## config.mk

```make
export PLATFORM = sky130hd
export DESIGN_NAME = seven_seg_scan_driver_flat
export DESIGN_NICKNAME = d
export VERILOG_FILES = /design/src/rtl/seven_seg_scan_driver_pkg.sv /design/src/rtl/seven_seg_scan_driver_if.sv /design/src/rtl/seven_seg_scan_driver_scan_slot_timer.sv /design/src/rtl/seven_seg_scan_driver.sv /design/src/flat_wrapper.sv
export SDC_FILE = /design/constraint.sdc
export NUM_CORES = 1
export LEC_CHECK = 0
export ABC_AREA = 1
export CAP_MARGIN = 20
export CELL_PAD_IN_SITES_DETAIL_PLACEMENT = 1
export CELL_PAD_IN_SITES_GLOBAL_PLACEMENT = 1
export CORE_MARGIN = 3
export CORE_UTILIZATION = 40
export CTS_BUF_LIST = sky130_fd_sc_hd__clkbuf_4 sky130_fd_sc_hd__clkbuf_8 sky130_fd_sc_hd__clkbuf_16
export DETAILED_ROUTE_END_ITERATION = 16
export HOLD_SLACK_MARGIN = 0.08
export MAX_ROUTING_LAYER = met4
export PLACE_DENSITY_LB_ADDON = 0.1
export SYNTH_ARGS = -nofsm -noshare
export SYNTH_HDL_FRONTEND = slang
export SYNTH_HIERARCHICAL = 1
export SYNTH_SLANG_ARGS = --single-unit
```

## constraint.sdc

```tcl
create_clock -name clk -period 2.8 [get_ports clk]
set_input_delay 0.56 -clock clk [delete_from_list [all_inputs] [get_ports clk]]
set_output_delay 0.56 -clock clk [all_outputs]
set_load 0.005 [all_outputs]
```

## src/rtl/seven_seg_scan_driver_pkg.sv

```systemverilog
// Shared display constants and types for the 4-digit scan driver.
package seven_seg_scan_driver_pkg;

  localparam int NUM_DIGITS = 4;

  // Code that makes the downstream 7-segment decoder turn every segment off.
  localparam logic [3:0] BLANK_CODE = 4'd10;

  // Common-anode display: anodes are active-low, so all-ones is dark.
  localparam logic [NUM_DIGITS-1:0] AN_OFF = 4'b1111;

  typedef enum logic {
    ST_IDLE = 1'b0,
    ST_PEND = 1'b1
  } upd_state_e;

  // Active-low one-cold anode pattern for the given digit position.
  function automatic logic [NUM_DIGITS-1:0] digit_anode(input logic [1:0] idx);
    return ~(4'b0001 << idx);
  endfunction

endpackage

```

## src/rtl/seven_seg_scan_driver_if.sv

```systemverilog
// Signal bundle between game logic (master) and the scan driver (slave).
interface seven_seg_scan_driver_if;
  import seven_seg_scan_driver_pkg::*;

  logic                      load;
  logic [4*NUM_DIGITS-1:0]   digits_in;
  logic [NUM_DIGITS-1:0]     en_in;
  logic [3:0]                bin;
  logic [NUM_DIGITS-1:0]     an;
  logic                      pending;
  logic                      frame_start;

  modport master (
    output load, digits_in, en_in,
    input  bin, an, pending, frame_start
  );

  modport slave (
    input  load, digits_in, en_in,
    output bin, an, pending, frame_start
  );

endinterface

```

## src/rtl/seven_seg_scan_driver_scan_slot_timer.sv

```systemverilog
// Digit-slot timer: counts cycles within a slot and the digit index within
// a frame. Exposes next-state values so the top can register outputs that
// already reflect the post-edge position.
module seven_seg_scan_driver_scan_slot_timer #(
  parameter int REFRESH_DIV = 100000,
  parameter int DEAD_CYCLES = 16
) (
  input  logic       clk,
  input  logic       rst,
  output logic [1:0] idx_d_o,
  output logic       dead_d_o,
  output logic       boundary_o
);

  localparam int CW = (REFRESH_DIV > 1) ? $clog2(REFRESH_DIV) : 1;
  localparam logic [CW-1:0] CNT_LAST = CW'(REFRESH_DIV - 1);
  localparam logic [CW-1:0] CNT_DEAD = CW'(DEAD_CYCLES);

  logic [CW-1:0] cnt_q, cnt_d;
  logic [1:0]    idx_q, idx_d;
  logic          wrap;

  // Next slot position: wrap the counter and advance the digit together.
  always_comb begin
    wrap  = (cnt_q == CNT_LAST);
    cnt_d = wrap ? '0 : cnt_q + CW'(1);
    idx_d = wrap ? idx_q + 2'd1 : idx_q;
  end

  // Slot position registers.
  always_ff @(posedge clk) begin
    if (rst) begin
      cnt_q <= '0;
      idx_q <= 2'd0;
    end else begin
      cnt_q <= cnt_d;
      idx_q <= idx_d;
    end
  end

  assign idx_d_o    = idx_d;
  assign dead_d_o   = (cnt_d < CNT_DEAD);
  assign boundary_o = wrap && (idx_q == 2'd3);

endmodule

```

## src/rtl/seven_seg_scan_driver.sv

```systemverilog
// Time-multiplexed driver for a 4-digit common-anode 7-segment display.
// Updates are held in a pending buffer and copied to the displayed shadow
// only at a frame boundary, so one frame never mixes old and new digits.
//
//   state   | meaning
//   --------+-------------------------------------------------------
//   ST_IDLE | shadow is current; nothing waiting
//   ST_PEND | pend_* holds an update to apply at the next boundary
module seven_seg_scan_driver
  import seven_seg_scan_driver_pkg::*;
#(
  parameter int REFRESH_DIV = 100000,
  parameter int DEAD_CYCLES = 16
) (
  input  logic                    clk,
  input  logic                    rst,
  seven_seg_scan_driver_if.slave  bus
);

  logic [1:0] idx_d;
  logic       dead_d;
  logic       boundary;

  upd_state_e               state_q, state_d;
  logic [4*NUM_DIGITS-1:0]  pend_digits_q, pend_digits_d;
  logic [NUM_DIGITS-1:0]    pend_en_q, pend_en_d;
  logic [4*NUM_DIGITS-1:0]  shadow_digits_q, shadow_digits_d;
  logic [NUM_DIGITS-1:0]    shadow_en_q, shadow_en_d;

  logic [NUM_DIGITS-1:0]    an_q, an_d;
  logic [3:0]               bin_q, bin_d;
  logic                     frame_start_q, frame_start_d;
  logic                     digit_on;
  logic [3:0]               nibble;

  seven_seg_scan_driver_scan_slot_timer #(
    .REFRESH_DIV (REFRESH_DIV),
    .DEAD_CYCLES (DEAD_CYCLES)
  ) u_timer (
    .clk        (clk),
    .rst        (rst),
    .idx_d_o    (idx_d),
    .dead_d_o   (dead_d),
    .boundary_o (boundary)
  );

  // Update sequencing: buffer loads mid-frame, commit at the boundary. A load
  // landing on the boundary itself bypasses the buffer and wins.
  always_comb begin
    state_d         = state_q;
    pend_digits_d   = pend_digits_q;
    pend_en_d       = pend_en_q;
    shadow_digits_d = shadow_digits_q;
    shadow_en_d     = shadow_en_q;
    if (boundary) begin
      state_d = ST_IDLE;
      if (bus.load) begin
        shadow_digits_d = bus.digits_in;
        shadow_en_d     = bus.en_in;
      end else if (state_q == ST_PEND) begin
        shadow_digits_d = pend_digits_q;
        shadow_en_d     = pend_en_q;
      end
    end else if (bus.load) begin
      pend_digits_d = bus.digits_in;
      pend_en_d     = bus.en_in;
      state_d       = ST_PEND;
    end
  end

  // Output mux driven from next-state values so registered outputs line up
  // with the slot position they belong to.
  always_comb begin
    digit_on      = shadow_en_d[idx_d];
    nibble        = shadow_digits_d[{idx_d, 2'b00} +: 4];
    bin_d         = digit_on ? nibble : BLANK_CODE;
    an_d          = (dead_d || !digit_on) ? AN_OFF : digit_anode(idx_d);
    frame_start_d = boundary;
  end

  // State, buffer and output registers.
  always_ff @(posedge clk) begin
    if (rst) begin
      state_q         <= ST_IDLE;
      pend_digits_q   <= '0;
      pend_en_q       <= '0;
      shadow_digits_q <= '0;
      shadow_en_q     <= '0;
      an_q            <= AN_OFF;
      bin_q           <= BLANK_CODE;
      frame_start_q   <= 1'b0;
    end else begin
      state_q         <= state_d;
      pend_digits_q   <= pend_digits_d;
      pend_en_q       <= pend_en_d;
      shadow_digits_q <= shadow_digits_d;
      shadow_en_q     <= shadow_en_d;
      an_q            <= an_d;
      bin_q           <= bin_d;
      frame_start_q   <= frame_start_d;
    end
  end

  assign bus.an          = an_q;
  assign bus.bin         = bin_q;
  assign bus.pending     = (state_q == ST_PEND);
  assign bus.frame_start = frame_start_q;

endmodule

```

## src/flat_wrapper.sv

```systemverilog
// flat-port wrapper written by rule: the top's interface ports become plain ports
module seven_seg_scan_driver_flat import seven_seg_scan_driver_pkg::*;
#(
  parameter int REFRESH_DIV = 100000,
  parameter int DEAD_CYCLES = 16
)
  (clk, rst, bus_load, bus_digits_in, bus_en_in, bus_bin, bus_an, bus_pending, bus_frame_start);
  seven_seg_scan_driver_if bus_i ();
  input  logic clk;
  input  logic rst;
  input wire logic [$bits(bus_i.load)-1:0] bus_load;
  input wire logic [$bits(bus_i.digits_in)-1:0] bus_digits_in;
  input wire logic [$bits(bus_i.en_in)-1:0] bus_en_in;
  output wire logic [$bits(bus_i.bin)-1:0] bus_bin;
  output wire logic [$bits(bus_i.an)-1:0] bus_an;
  output wire logic [$bits(bus_i.pending)-1:0] bus_pending;
  output wire logic [$bits(bus_i.frame_start)-1:0] bus_frame_start;
  assign bus_i.load = bus_load;
  assign bus_i.digits_in = bus_digits_in;
  assign bus_i.en_in = bus_en_in;
  assign bus_bin = bus_i.bin;
  assign bus_an = bus_i.an;
  assign bus_pending = bus_i.pending;
  assign bus_frame_start = bus_i.frame_start;
  seven_seg_scan_driver #(.REFRESH_DIV(REFRESH_DIV), .DEAD_CYCLES(DEAD_CYCLES)) u_core (.clk(clk), .rst(rst), .bus(bus_i));
endmodule
```

* Word-level counts from Yosys, hierarchy flattened
Index checks and enable logic that the tools add are counted.
** Cells by class
- $add $sub $neg :: 2
- Multipliers :: 0
- Divide/modulo/power cells :: 0
- $lt $le $gt $ge :: 2
- Eq/ne operators :: 2
- Shift-type cells :: 2
- Mux-type cells :: 10
- Bitwise operators :: 3
- Reductions and logical operators :: 7
** Operators by type and width (number)
- two-way mux 16 bit :: 3
- adder 17 x 1 -> 17 bit (second input constant) :: 1
- == test 17 bit (second input constant) :: 1
- < comparator 17 x 5 -> 1 bit (second input constant) :: 1
- two-way mux 17 bit :: 1
- variable part select 16 x 5 -> 4 bit :: 1
- two-way mux 4 bit :: 3
- OR reduction 2 bit :: 3
- NOT 4 bit :: 1
- << shifter 1 x 2 -> 4 bit (first input constant) :: 1
- < comparator 2 x 3 -> 1 bit (second input constant) :: 1
- adder 2 x 1 -> 2 bit (second input constant) :: 1
- binary-select mux 1 bit (select 2 bit) :: 1
- == test 2 bit (second input constant) :: 1
- two-way mux 2 bit :: 1
- NOT 1 bit :: 2
- AND reduction 2 bit :: 1
- logical AND 1 bit :: 1
- logical NOT 1 bit :: 1
- logical OR 1 bit :: 1
- two-way mux 1 bit :: 1
** Storage, ports and cells
- Register bits :: 69
- Latch bits :: 0
- Bits in writable memories :: 0
- Bits in read-only memories :: 0
- Bits of input ports :: 23
- Output and inout bits :: 10
- Logic and storage cells :: 38
- Memories kept :: 0

* Depth between registers and ports, before layout
Gate-level depths: netlist of run 1.
- Depth after elaboration :: 8
- Depth in mapped cells :: 16
- Gate-level depth less buffers :: 16

* Modules after synthesis
Netlist of run 1, hierarchy kept.
** By module, submodules not included
- seven_seg_scan_driver :: times used 1, cells an instance 302, area each 2159.6 µm²
- seven_seg_scan_driver_scan_slot_timer :: times used 1, cells an instance 171, area each 1088.5 µm²

* Least setup slack after synthesis of run 1
No wires, ideal clock.
- Path type :: reg-to-reg
- From :: register u_core.u_timer.cnt_q[0]
- To :: register u_core.bin_q[1] (netlist: u_core/bus.bin[1])
- Setup time :: 0.133 ns
- Data arrival time :: 1.964 ns
- Required time :: 2.667 ns
- Path slack :: 0.702 ns
- Cell stages (with the launch flop) :: 15
- Cell sequence :: dfxtp_1 ha_1 nand2_2 inv_2 nand2_1 nor2_2 nand2_2 nor2_1 buf_2 buf_2 nand2_1 nand3_1 nand2_1 nor2_1 nand3_1
** On the way
- Word-level cells in the longest chain between the ends :: 7
- Elaborated cells between the ends (all ways) :: 10
- Those cells by class :: 1 x eq/ne; 1 x shift; 5 x mux; 1 x bitwise; 2 x reduce/logical
** RTL lines
- start, declared :: RTL line seven_seg_scan_driver_scan_slot_timer.sv:19 : logic [CW-1:0] cnt_q, cnt_d;
- start signal, assigned :: RTL line seven_seg_scan_driver_scan_slot_timer.sv:36 : cnt_q <= cnt_d;
- == test 17 bit (*) :: RTL line seven_seg_scan_driver_scan_slot_timer.sv:25 : wrap = (cnt_q == CNT_LAST);
- logical AND 1 bit (*) :: RTL line seven_seg_scan_driver_scan_slot_timer.sv:43 : assign boundary_o = wrap && (idx_q == 2'd3);
- named net u_core.boundary :: RTL line seven_seg_scan_driver.sv:22 : logic boundary;
- parallel branches: the longest is 5 deep, another holds two-way mux 16 bit
- end signal, assigned :: RTL line seven_seg_scan_driver.sv:99 : bin_q <= bin_d;
- end, declared :: RTL line seven_seg_scan_driver.sv:31 : logic [3:0] bin_q, bin_d;
Mark *: on every way through the listed nets, which the timed path passes. The select of a mux whose other input is x is not followed.
A chain may end at the register's enable or synchronous reset.

* Worst setup path after layout of run 1
- From :: register u_core.u_timer.cnt_q[0]
- To :: register u_core.an_q[0] (netlist: u_core/bus.an[0])
** On the way
- Elaborated cells between the ends (all ways) :: 14
- Those cells by class :: 1 x add/sub; 1 x order compare; 1 x eq/ne; 1 x shift; 5 x mux; 1 x bitwise; 4 x reduce/logical
** RTL lines
- == test 17 bit (*) :: RTL line seven_seg_scan_driver_scan_slot_timer.sv:25
- two-way mux 2 bit (*) :: RTL line seven_seg_scan_driver_scan_slot_timer.sv:27 : idx_d = wrap ? idx_q + 2'd1 : idx_q;
- named net u_core.idx_d[0] :: RTL line seven_seg_scan_driver.sv:20 : logic [1:0] idx_d;
- binary-select mux 1 bit (select 2 bit) :: RTL line seven_seg_scan_driver.sv:74 : digit_on = shadow_en_d[idx_d];
- two-way mux 1 bit (implied by the code) :: RTL line seven_seg_scan_driver.sv:74
- logical NOT 1 bit :: RTL line seven_seg_scan_driver.sv:77 : an_d = (dead_d || !digit_on) ? AN_OFF : digit_anode(idx_d);
- logical OR 1 bit :: RTL line seven_seg_scan_driver.sv:77
- OR reduction 2 bit (no source line)
- end signal, assigned :: RTL line seven_seg_scan_driver.sv:98 : an_q <= an_d;
- end, declared :: RTL line seven_seg_scan_driver.sv:30 : logic [NUM_DIGITS-1:0] an_q, an_d;
Mark *: on every way through the listed nets, which the timed path passes. The rest lies on a longest branch. The select of a mux whose other input is x is not followed.

==> run_results.csv, run 1 <==
group,metric,value,unit
placement,gp_congestion,0.881,
min_path,hold_depth,2,
clocking,ctsRootBufferMaster,"clkbuf_8",
timing,timing.final.crit_period,2.34,ns
worst_setup_path,reg2reg_slack,0.46,ns
timing,slew_viol_final,0,
floorplan,die_w,96.1,um
routing,wl_met1,4.83,mm
worst_setup_path,required,3.01,ns
synthesis,syn_area,3250,um2
timing,worst_pin_slew,0.545,ns
synthesis,ys_top_cells_by_area,"dfxtp_1 43%, nand2_1 13%, nor2_1 10%",
timing,setup_viol,0,
clocking,cts_resized,0,
clocking,clk_pin_slew,0.07,ns
synthesis,synth_seq_area_share,42.5,%
timing,rsz0062_at_grt,"no",
floorplan,start_util,41.6,%
timing,tns,0,ns
clocking,holdBufCountCts,0,
routing,drc,0,
global_route,globalRouteOverflowTotal,0,
synthesis,synthArstFlopShare,0,%
routing,final_antenna_net_count,0,
worst_setup_path,r2r_end,"u_core/bus.an[0]$_SDFF_PP1_",
routing,wl_met3,356,um
routing,drt-initial-drc-count,158,
cells_and_area,post_route_cells_drive_above_1_share,11.4,%
synthesis,avgSynthCellArea,6.87,um2
power_and_ir_drop,ir_drop,234,uV
global_route,grt_usage,22.1,%
timing,fin_worst_skew,0.00473,ns
synthesis,synth_most_common_cell,"nand2_1",
clocking,clk_latency,0.34,ns
floorplan,die_y,96.1,um
cells_and_area,finalNetCount,537,
worst_setup_path,crit_path_start_kind,"flip-flop",
floorplan,die_area,9240,um2
synthesis,yosysTopAreaCell,"dfxtp_1",
worst_setup_path,r2r-start,"u_core/u_timer/cnt_q[0]$_SDFF_PP0_",
routing,wire_per_inst,15.0,um
synthesis,synth_top_area_share,42.5,%
timing,finalHoldViolCount,0,
power_and_ir_drop,power_leakage,1.68,nW
routing,wl_met2,4.00,mm
timing,relSlewSlack,63.6,%
global_route,grt_first_pass_wirelength,15.3,mm
clocking,clockBufferDepth,2,
synthesis,ys.flop_type,"dfxtp_1",
min_path,whs_endpoint,"u_core/pend_en_q[3]$_SDFFE_PP0P_",
clocking,clock-sinks,69,
clocking,ctsHtreeMaxLevel,3,
floorplan,coreArea,7810,um2
clocking,cts_setup_buffers,0,
routing,dr.pass1.iters,4,
placement,hpwl,6.76,mm
clocking,cts_tree,"built",
worst_setup_path,worstPathMaxFanout,7,
routing,vias,3157,
routing,top_layer,"met4",
min_path,hp-class,"flip-flop to flip-flop",
floorplan,core.rowCount,32,
floorplan,io_pins,33,
min_path,hp-start,"u_core/pend_en_q[3]$_SDFFE_PP0P_",
global_route,antenna_found_initial,0,
placement,numPortBuffers,32,
worst_setup_path,crit_path_end_kind,"flip-flop",
cells_and_area,areaGrowthSynthToFinish,20.7,%
status,status,"complete, no violations",
routing,viasPerCell,5.10,
worst_setup_path,arrival,2.55,ns
synthesis,synthTopCellsByCount,"112 x nand2_1, 88 x nor2_1, 69 x dfxtp_1",
worst_setup_path,reg2reg_depth,15,
synthesis,synthDistinctLibCells,27,
synthesis,synth_cells,473,
synthesis,synth_nets,498,
worst_setup_path,worstSetupPathType,"flip-flop to flip-flop",
timing,fmaxAchievable,0.427,GHz
global_route,grt_pass1_vias,3127,
synthesis,ys.warnings.count,6,
cells_and_area,fin_cells,619,
cells_and_area,antenna_cells,0,
timing,finalCritPeriodShare,83.6,%
synthesis,ys_ff_latch,69,
cells_and_area,utilization,50.2,%
synthesis,synth_edf_count,0,
power_and_ir_drop,p_per_area,516,nW/um2
clocking,numCtsBuffers,9,
placement,dp_cells,603,
routing,wl,9.28,mm
global_route,grt_max_degree,36,
flow_run,cap_violations,0,
[sequential cells by signal (all words and copies together) (netlist names)]
signal and flops:
u_core/bus.bin 4, u_core/pend_en_q 4, u_core/u_timer/idx_q 2, u_core/shadow_en_q 4, u_core/bus.frame_start 1, u_core/bus.an 4, u_core/u_timer/cnt_q 17, u_core/bus.pending 1
u_core/shadow_digits_q 16, u_core/pend_digits_q 16
[stage by stage]
stage                     cell area, um2  total power, mW  setup WS [ns]  hold slack (ns)
after floorplan                     3250             1.11          0.702            0.429
after global placement              3710             1.17          0.406            0.442
after detailed placement            3710             1.18          0.441            0.457
after CTS                           3920             2.05          0.431            0.466
after global routing                3920             2.11          0.121            0.497
final                               3920             2.02          0.460            0.467
[critical path, cell delays in order, from the launching register on]
cell     delay [ns]
dfxtp_1        0.38
ha_1           0.22
nand2_2        0.09
inv_2          0.07
nand2_1        0.05
nor2_2         0.13
nand2_2        0.15
xor2_1         0.20
inv_1          0.13
nand2_1        0.06
inv_1          0.22
nand3_1        0.12
nand2_1        0.08
inv_1          0.04
nand2_2        0.15
nand4_1        0.11
[final cells by class]
type	count	area, um2
clock inverter	3	42.5
sequential	69	1380
tap	102	128
fill	1046	3890
timing repair buffer	43	403
inverter	47	176
multi-input combinational	342	1620
clock buffer	13	173
[metal layers]
metal	GRT usage, %	up-vias
met2	30.9	55
li1	-	1595
met5	-	-
met1	32.6	1498
met3	3.44	9
met4	6.28	0
[worst max-delay path by stage]
| stage | from | end | slack, ns | cells after the start |
|---|---|---|---|---|
| final | u_core/u_timer/cnt_q[0]$_SDFF_PP0_ | u_core/bus.an[0]$_SDFF_PP1_ | 0.46 | 15 |
| after global routing | u_core/u_timer/cnt_q[0]$_SDFF_PP0_ | u_core/bus.bin[2]$_SDFF_PP0_ | 0.12 | 16 |
| after CTS | u_core/u_timer/cnt_q[0]$_SDFF_PP0_ | u_core/bus.an[0]$_SDFF_PP1_ | 0.43 | 15 |
| after detailed placement | bus_load | u_core/bus.bin[3]$_SDFF_PP1_ | 0.44 | 9 |
| after global placement | bus_load | u_core/bus.bin[1]$_SDFF_PP1_ | 0.41 | 9 |
| after floorplan | u_core/u_timer/cnt_q[0]$_SDFF_PP0_ | u_core/bus.bin[1]$_SDFF_PP1_ | 0.70 | 14 |
[power breakdown]
part           internal (mW)  switching [mW]  total, mW
combinational         0.0636          0.0716      0.135
sequential              1.01          0.0154       1.02
clock                  0.493           0.372      0.866
[cells in the final DEF, fill, tap and decap left out, types with 3 or more instances in the layout]
| cell type | instances |
|---|---|
| inv_1 | 45 |
| o221a_2 | 6 |
| a21oi_1 | 7 |
| o22ai_1 | 10 |
| xor2_1 | 4 |
| or2_2 | 10 |
| nand3b_1 | 4 |
| o21ai_0 | 21 |
| clkdlybuf4s50_1 | 32 |
| buf_4 | 11 |
| nand2_2 | 5 |
| nand2_1 | 112 |
| nand4_1 | 12 |
| nor2_2 | 8 |
| or2_1 | 7 |
| nor3_1 | 3 |
| clkbuf_8 | 12 |
| dfxtp_1 | 69 |
| nand3_1 | 39 |
| nor2_1 | 87 |
[logic make-up after synthesis]
logic type | after synthesis | synth area share (%)
buf+inv | 62 | 7.74
xor+xnor | 4 | 1.08
fa+ha+maj | 2 | 0.770
compound gates | 48 | 9.17
flops | 69 | 42.5
simple gates | 288 | 38.7
Note: power is estimated with default switching activity, not from simulation.
==> run 2: changes to the inputs <==
Clock period 2.8 ns to 2.3 ns, I/O delays scaled along.
==> run 2 against run 1 <==
Against the previous run: critical path type unchanged; sequential power grew 22%; non-clock buffer count rose by 10; via count increased by 1.2%; largest power group unchanged; clock skew increased by 0.0046 ns; critical path depth is the same; hold slack got worse by 0.017 ns; final area grew 3.0%; critical endpoint is now u_core/bus.bin[2]$_SDFF_PP0_; clock-buffer cell count is 2 lower; fmax grew 11%; sequential share of layout area decreased by 0.91 points.
==> run_results.csv, run 2 (same netlist as run 1, synthesis figures left out) <==
group,metric,value,unit
status,status,"complete, no violations",
worst_setup_path,crit_path_start_kind,"flip-flop",
worst_setup_path,worstSetupPathType,"flip-flop to flip-flop",
cells_and_area,regArea,1390,um2
worst_setup_path,cp.buffers_inverters,3,
timing,timing.final.crit_period,2.10,ns
timing,rsz0062_at_grt,"no",
worst_setup_path,critPathMaxStageDelay,0.37,ns
timing,fin_worst_skew,0.00938,ns
min_path,hp-class,"flip-flop to flip-flop",
cells_and_area,final_common_cell,"nand2_1",
flow_run,cap_violations,0,
placement,numPortBuffers,32,
placement,place_ws,-0.00484,ns
worst_setup_path,cp.depth,15,
routing,viasPerCell,5.08,
routing,drt-initial-drc-count,136,
cells_and_area,post_route_cells_drive_above_1_share,14.2,%
routing,dr.pass1.iters,4,
floorplan,die_w,96.1,um
clocking,clk_latency,0.35,ns
worst_setup_path,crit_slowest_cell,"dfxtp_4",
routing,final_antenna_net_count,0,
routing,vias,3194,
placement,hpwl,6.99,mm
clocking,numCtsBuffers,9,
cells_and_area,stdcell_area,4040,um2
clocking,clock-sinks,69,
worst_setup_path,crit_path_end_kind,"flip-flop",
timing,worst_pin_slew,0.315,ns
cells_and_area,nFillCells,1028,
cells_and_area,areaGrowthSynthToFinish,24.4,%
worst_setup_path,required,2.59,ns
placement,dp_cells,612,
cells_and_area,antenna_cells,0,
floorplan,io_pins,33,
timing,relSlewSlack,78.9,%
placement,gp_congestion,0.833,
cells_and_area,largest_reg_flops,17,
global_route,antenna_found_initial,0,
clocking,cts_tree,"built",
floorplan,coreArea,7810,um2
worst_setup_path,cp_cell_sequence,"ha_4 > nand2_2 > inv_2 > nand2_1 > nor2_4 > nand2_4 > xor2_2 > inv_1 > nor2_1 > nand3_1 > nand2_1 > inv_1 > nand2_4 > nand2_1 > nor2_1",
floorplan,core.rowCount,32,
cells_and_area,final_cell_mix,"112 x nand2_1, 87 x nor2_1, 67 x dfxtp_1",
clocking,ctsRootBufferMaster,"clkbuf_8",
global_route,grt_usage,23.1,%
timing,slew_viol_final,0,
cells_and_area,largest_registers,"u_core/u_timer/cnt_q x17, u_core/pend_digits_q x16, u_core/shadow_digits_q x16",
routing,wl,9.45,mm
global_route,grt_first_pass_wirelength,15.8,mm
clocking,clockBufferDepth,2,
cells_and_area,utilization,51.7,%
worst_setup_path,timing.critical_path.max_delay_family,"simple AND/OR/NAND/NOR gates",
worst_setup_path,crit_path_frequent_cell,"nand2_1",
timing,finalHoldViolCount,0,
global_route,grt_max_degree,25,
clocking,ctsHtreeMaxLevel,3,
timing,fmaxAchievable,0.476,GHz
worst_setup_path,worstPathMaxFanout,7,
power_and_ir_drop,power_leakage,1.74,nW
timing,finalCritPeriodShare,91.3,%
placement,placed_area,3770,um2
timing,setup_viol,0,
clocking,clk_pin_slew,0.08,ns
routing,drc,0,
global_route,globalRouteOverflowTotal,0,
power_and_ir_drop,p_per_area,609,nW/um2
floorplan,die_y,96.1,um
cells_and_area,regMostFlops,"u_core/u_timer/cnt_q",
timing,finalWorstSetupSlack,0.201,ns
clocking,holdBufCountCts,0,
cells_and_area,finalNetCount,547,
routing,wire_per_inst,15.0,um
cells_and_area,fin_cells,629,
global_route,grt_pass1_vias,3272,
worst_setup_path,arrival,2.39,ns
timing,tns,0,ns
floorplan,die_area,9240,um2
min_path,hold_depth,1,
power_and_ir_drop,ir_drop,326,uV
floorplan,start_util,41.6,%
worst_setup_path,reg2reg_depth,15,
cells_and_area,multi_input_area,1660,um2
## run 2: changes by cell type in the layout (fill, tap and decap cells not counted), sizes merged
cell      previous run  this run
clkbuf              13        11
buf                 11        21
clkinv               1         2
clkinvlp             1         2
## run 2: worst reg2reg max path: cells and delay by family, from the launching register on
| family | cells | cell delay (ns) |
|---|---|---|
| adder cells (fa/ha/maj) | 1 | 0.14 |
| AND/OR/NAND/NOR | 10 | 1.09 |
| buffers and inverters | 3 | 0.25 |
| XOR/XNOR | 1 | 0.18 |
| flip-flops | 1 | 0.37 |
## run 2: final timing paths
kind / end / slack, ns / from
setup / recovery: u_core/bus.bin[2]$_SDFF_PP0_ / 0.20 / u_core/u_timer/cnt_q[0]$_SDFF_PP0_
hold / removal: u_core/u_timer/cnt_q[0]$_SDFF_PP0_ / 0.45 / u_core/u_timer/cnt_q[0]$_SDFF_PP0_
setup reg to reg: u_core/bus.bin[2]$_SDFF_PP0_ / 0.20 / u_core/u_timer/cnt_q[0]$_SDFF_PP0_
hold reg to reg: u_core/u_timer/cnt_q[0]$_SDFF_PP0_ / 0.45 / u_core/u_timer/cnt_q[0]$_SDFF_PP0_
## run 2: layout make-up
| type | instances | share of cell area (%) |
|---|---|---|
| clock buffers | 11 | 3.75 |
| well taps | 102 | 3.16 |
| repair buffers | 53 | 11.8 |
| clock inverters | 5 | 1.46 |
| inverters | 47 | 4.37 |
| multi-input cells | 342 | 41.1 |
| flip-flops and latches | 69 | 34.3 |
## run 2: timing repair
action	in CTS	in global routing
endpoints found under the setup margin	7	18
resized for setup	4	8
buffers inserted	0	1
## run 2: where the power goes
group          switching [mW]  internal, mW  leakage [nW]
logic                  0.0864        0.0868          1.07
clock network           0.484         0.560         0.102
registers              0.0183          1.22         0.563
total                   0.589          1.87          1.74
## run 2: layer usage
metal	track usage, %	vias up	part of all wire [%]
li1	-	1612	-
met1	31.8	1514	52
met2	34.3	54	43
met3	3.91	14	4.0
met4	7.58	0	1.4
met5	-	-	0
## run 2: per-stage QoR
step,power [mW],hold WS (ns)
final,2.46,0.450
after global routing,2.56,0.475
after CTS,2.48,0.472
after detailed placement,1.44,0.450
after global placement,1.43,0.443
after floorplan,1.35,0.429
